<file path="src/rtl/mem_port_arbiter.sv">
// rtl/mem_port_arbiter.sv - fetch/data arbiter for one shared 64 KiB memory port
// Optional fetch anti-starvation guard: define ARB_STARVE_GUARD_EN.
module mem_port_arbiter #(
  parameter int unsigned ACCESS_LAT = 1,
  parameter int unsigned STARVE_MAX = 4
) (
  input  logic        clk,
  input  logic        rst,
  input  logic        if_req,
  input  logic [15:0] if_addr,
  output logic        if_gnt,
  output logic        if_ack,
  output logic [31:0] if_rdata,
  input  logic        dm_req,
  input  logic [3:0]  dm_we,
  input  logic [15:0] dm_addr,
  input  logic [31:0] dm_wdata,
  output logic        dm_gnt,
  output logic        dm_ack,
  output logic [31:0] dm_rdata,
  output logic [3:0]  mem_w_en,
  output logic [15:0] mem_addr,
  output logic [31:0] mem_wdata,
  input  logic [31:0] mem_rdata
);

  typedef enum logic {IDLE, BUSY} state_t;

  state_t      state_q;
  logic [3:0]  cnt_q;
  logic [15:0] addr_q;
  logic [3:0]  we_q;
  logic [31:0] wdata_q;
  logic        owner_q;
  logic        if_ack_q;
  logic        dm_ack_q;
  logic [31:0] if_rdata_q;
  logic [31:0] dm_rdata_q;
  logic        fetch_first;
  logic        last_cycle;

`ifdef ARB_STARVE_GUARD_EN
  logic [3:0] starve_q;

  assign fetch_first = (32'(starve_q) >= STARVE_MAX);

  always_ff @(posedge clk) begin
    if (rst) begin
      starve_q <= '0;
    end else if (if_gnt || (state_q == IDLE && !if_req)) begin
      starve_q <= '0;
    end else if (dm_gnt && if_req && starve_q != 4'hF) begin
      starve_q <= starve_q + 4'd1;
    end
  end
`else
  assign fetch_first = 1'b0;
`endif

  always_comb begin
    dm_gnt = 1'b0;
    if_gnt = 1'b0;
    if (!rst && state_q == IDLE) begin
      dm_gnt = dm_req && !(if_req && fetch_first);
      if_gnt = if_req && !dm_gnt;
    end
  end

  // Write enables only in the final BUSY cycle so a store commits exactly once.
  assign last_cycle = (state_q == BUSY) && (cnt_q == 4'd1);
  assign mem_w_en   = (last_cycle && !rst) ? we_q : 4'h0;
  assign mem_addr   = (state_q == BUSY) ? addr_q : 16'h0;
  assign mem_wdata  = (state_q == BUSY) ? wdata_q : 32'h0;

  assign if_ack   = if_ack_q;
  assign dm_ack   = dm_ack_q;
  assign if_rdata = if_rdata_q;
  assign dm_rdata = dm_rdata_q;

  always_ff @(posedge clk) begin
    if (rst) begin
      state_q    <= IDLE;
      cnt_q      <= '0;
      addr_q     <= '0;
      we_q       <= '0;
      wdata_q    <= '0;
      owner_q    <= 1'b0;
      if_ack_q   <= 1'b0;
      dm_ack_q   <= 1'b0;
      if_rdata_q <= '0;
      dm_rdata_q <= '0;
    end else begin
      if_ack_q <= 1'b0;
      dm_ack_q <= 1'b0;
      case (state_q)
        IDLE: begin
          if (dm_gnt) begin
            addr_q  <= dm_addr;
            we_q    <= dm_we;
            wdata_q <= dm_wdata;
            owner_q <= 1'b1;
            cnt_q   <= 4'(ACCESS_LAT);
            state_q <= BUSY;
          end else if (if_gnt) begin
            addr_q  <= {if_addr[15:2], 2'b00};
            we_q    <= 4'h0;
            wdata_q <= 32'h0;
            owner_q <= 1'b0;
            cnt_q   <= 4'(ACCESS_LAT);
            state_q <= BUSY;
          end
        end
        BUSY: begin
          cnt_q <= cnt_q - 4'd1;
          if (cnt_q == 4'd1) begin
            if (owner_q) begin
              dm_rdata_q <= mem_rdata;
              dm_ack_q   <= 1'b1;
            end else begin
              if_rdata_q <= mem_rdata;
              if_ack_q   <= 1'b1;
            end
            state_q <= IDLE;
          end
        end
        default: state_q <= IDLE;
      endcase
    end
  end

endmodule

</file>
<file path="config.mk">
export PLATFORM = sky130hd
export DESIGN_NAME = mem_port_arbiter
export DESIGN_NICKNAME = d
export VERILOG_FILES = /design/src/rtl/mem_port_arbiter.sv
export SDC_FILE = /design/constraint.sdc
export NUM_CORES = 1
export LEC_CHECK = 0
export ABC_AREA = 1
export ABC_CLOCK_PERIOD_IN_PS = 2980
export CAP_MARGIN = 5
export CORE_MARGIN = 2
export CORE_UTILIZATION = 45
export CTS_CLUSTER_SIZE = 20
export DETAILED_ROUTE_END_ITERATION = 8
export GPL_TIMING_DRIVEN = 0
export MAX_ROUTING_LAYER = met4
export PLACE_DENSITY = 0.84
export SYNTH_ARGS = -nofsm -noshare
export SYNTH_HDL_FRONTEND = slang
export SYNTH_SLANG_ARGS = --single-unit
</file>
<file path="constraint.sdc">
create_clock -name clk -period 2.98 [get_ports clk]
set_clock_uncertainty 0.05 [all_clocks]
set_input_delay 0.596 -clock clk [delete_from_list [all_inputs] [get_ports clk]]
set_output_delay 0.596 -clock clk [all_outputs]
set_load 0.02 [all_outputs]
</file>
==> flow_summary.yaml, run 1 <==
run_status:
  run_status: "complete, no violations"
drt:
  routed_via_density: 4.86
  drt-total-wl_um: 15900
  drt_iter0_markers: 374
  route.detailed.drc: 0
  postRouteAntennaNets: 0
  wl_per_cell_um: 14.1
  first_pass_iters: 5
  vias: 5482
pwr:
  pwr-share-comb_pct: 13.3
  power_frac_seq_pct: 36.1
  power.internal_w: 0.00377
  power_leakage_nw: 3.57
  power_density_nw_per_um2: 583
  ir_worst_vdd_uv: 399
  swShare_pct: 23.0
  power.switching_w: 0.00112
  p_clk_share_pct: 50.6
critical_path:
  cp-start-kind: "input pin"
  critical_path_peak_fanout: 17
  cp_slowest_cell: "clkdlybuf4s50_1"
  r2r-start: "cnt_q[0]"
  critPathRequiredTime_ns: 2.33
  rr_worst_depth: 7
  endpoint_kind: "output port"
  path_cells: "clkdlybuf4s50_1, nor2_8, nand2_4, clkinv_2, buf_2, dlygate4sd2_1"
  rrSetupSlack_ns: 1.29
  reg2reg_to: "if_rdata[3]"
  worst_ep_arrival_time_ns: 2.26
  cp_slowest_stage_delay_ns: 0.51
  worst-setup-path-type: "input pin to output port"
floorplanning:
  ios: 224
  die_h_um: 113
  die_area_um2: 12700
  die_w_um: 113
  num_rows: 39
  initial_core_util_pct: 46.3
  coreArea_um2: 11500
logic_synthesis:
  muxShareOfSynthArea_pct: 0
  synth_xor_area_share_pct: 0
  synth_simple_gate_area_share_pct: 27.5
  synth_cells: 735
  ys_ff_latch: 124
  synth_compound_area_share_pct: 12.8
  syn-cell-area_um2: 5310
  synth_fa_ha_area_share_pct: 0.472
  synth_top_family_by_area: "simple AND/OR/NAND/NOR gates"
  async_reset_ff_share_pct: 0
  synth_cell_type_count: 27
  synthesis.nets: 841
  synth_ff_type: "dfxtp_1"
  yosysWarningCount: 0
  avgSynthCellArea_um2: 7.22
  synth-seq-area-share_pct: 46.8
  synth_edf_count: 0
final_layout:
  final_util_pct: 73.3
  fin_nets: 1079
  drive_gt1_share_pct: 10.2
  fill_cells: 914
  multiInputGateArea_um2: 2170
  synthToLayoutAreaGrowth_pct: 58.3
  diodes: 0
  regArea_um2: 2480
timing:
  period_needed_ns: 2.90
  worst_slew_pin_slew_ns: 0.552
  fmax_mhz: 344
  rsz0062_at_grt: "false"
  slew_violations: 0
  setup_slack_ns: 0.0755
  fin_crit_sh_pct: 97.5
  finalSetupViolations: 0
  hold_viol_final: 0
  slew-limit-headroom_pct: 63.2
global_route:
  grt_usage_pct: 26.0
  antenna_found_initial: 0
  grt_start_max_net_pins: 18
  grt_pass1_wl_um: 25400
  overflow: 0
  grt_pass1_vias: 5143
flow_run:
  maxCapViolations: 0
cts:
  root_buffer: "clkbuf_16"
  cts_setup_buffers: 0
  numCtsBuffers: 17
  clk_path_buf_depth: 2
  clock-sinks: 124
  htreeDepth: 4
  cts_tree: "done"
  clk_pin_slew_ns: 0.05
  clk_latency_ns: 0.41
hold_path:
  holdPathStages: 2
  min-delay-start: "dm_rdata[28]"
  holdCritPathClass: "flop to flop"
  min_to: "dm_rdata[28]"
placement:
  port_buffers: 220
  dp_hpwl_um: 11900
  place_congestion: 0.861
  dp_worst_setup_slack_ns: -0.255
## power by group through the flow
| stage | Clock (W) | Sequential, W | Combinational (W) |
|---|---|---|---|
| floorplan | 0 | 0.00183 | 0.000317 |
| global placement | 0 | 0.00180 | 0.000643 |
| detailed placement | 0 | 0.00180 | 0.000651 |
| CTS | 0.00251 | 0.00177 | 0.000654 |
| global route | 0.00260 | 0.00177 | 0.000711 |
| finish | 0.00248 | 0.00177 | 0.000654 |
## cell type report
type                            count  area share [%]
Buffer                             53            3.71
Clock buffer                       22            5.76
Clock inverter                     10            2.77
Inverter                           92            4.13
Multi-Input combinational cell    465            25.8
Sequential cell                   124            29.6
Tap cell                          143            2.13
Timing Repair Buffer              220            26.2
## stage by stage
step,total power [W],TNS (ns),instances,hold WS (ns),cell area [um2]
global route,0.00509,0,1129,0.427,8400
finish,0.00490,0,1129,0.412,8400
global placement,0.00244,-0.812,1098,0.401,7690
CTS,0.00493,0,1129,0.413,8390
floorplan,0.00214,0,735,0.394,5310
detailed placement,0.00245,-0.852,1098,0.404,7690
## logic make-up (layout without fill, tap and decap cells)
kind of cell | count (synthesis) | count (layout)
AOI/OAI and AO/OA | 126 | 126
adders and majority gates | 2 | 2
buffers and inverters | 146 | 397
DFF | 124 | 124
and+or+nand+nor | 337 | 337
## cells in the mapped netlist (7+ instances only)
cell type | number | area, um2
buf_2 | 22 | 110
o21ai_0 | 25 | 125
nand2_1 | 181 | 679
dfxtp_1 | 124 | 2480
buf_4 | 7 | 52.6
nand4_1 | 33 | 206
nand3_1 | 33 | 165
nor2_1 | 73 | 274
a21oi_1 | 79 | 395
nand2_2 | 12 | 75.1
a21oi_2 | 10 | 87.6
inv_1 | 86 | 323
o21ai_1 | 11 | 55.1
clkbuf_1 | 12 | 45.0
## state kept, by name, indices dropped and copies added, names as in the netlist
signal,cells
state_q,1
cnt_q,4
we_q,4
dm_rdata,32
if_ack,1
wdata_q,32
addr_q,16
owner_q,1
if_rdata,32
dm_ack,1
## what timing repair did
item | in CTS | in global routing
hold buffers | 0 | 0
resized for setup | 5 | 3
endpoints found under the setup margin | 6 | 3
## worst max-delay path by stage
| stage | startpoint | end | cells after the start |
|---|---|---|---|
| final | rst | dm_gnt | 6 |
| after global routing | state_q | mem_addr[5] | 6 |
| after CTS | rst | mem_w_en[1] | 6 |
| after detailed placement | rst | mem_w_en[1] | 6 |
| after global placement | rst | mem_w_en[1] | 6 |
| after floorplan | dm_req | if_gnt | 3 |
## metal layers
layer / GRT usage (%) / up-vias / share of wire (%)
li1: - / 2795 / -
met1: 31.3 / 2479 / 43
met2: 42.5 / 186 / 49
met3: 7.02 / 22 / 6.1
met4: 8.29 / 0 / 1.3
met5: - / - / 0
## cells in the final DEF, fill, tap and decap left out, drive strengths merged
cell / instances
clkinvlp: 3
inv: 91
clkdlybuf4s15: 1
o21ai: 37
dfxtp: 124
bufinv: 7
dlygate4sd2: 4
buf: 39
or2: 1
and3b: 1
a21oi: 89
nand2: 194
nand3: 33
clkinv: 1
clkbuf: 36
nor2: 75
nand4: 33
clkdlybuf4s50: 215
ha: 2
## worst max-delay path: cells and delay by family
kind          cells  cell delay, ns
buf+inv           4            1.21
simple gates      2            0.44
Power figures use the tool's default switching activity.
==> inputs of run 2 (changes only) <==
--- a/config.mk
+++ b/config.mk
@@ -15,6 +15,7 @@
 export GPL_TIMING_DRIVEN = 0
 export MAX_ROUTING_LAYER = met4
 export PLACE_DENSITY = 0.84
+export SKIP_LAST_GASP = 1
 export SYNTH_ARGS = -nofsm -noshare
 export SYNTH_HDL_FRONTEND = slang
 export SYNTH_SLANG_ARGS = --single-unit
==> results of run 2 <==
No change in the layout: final DEF, timing and power equal those of run 1.
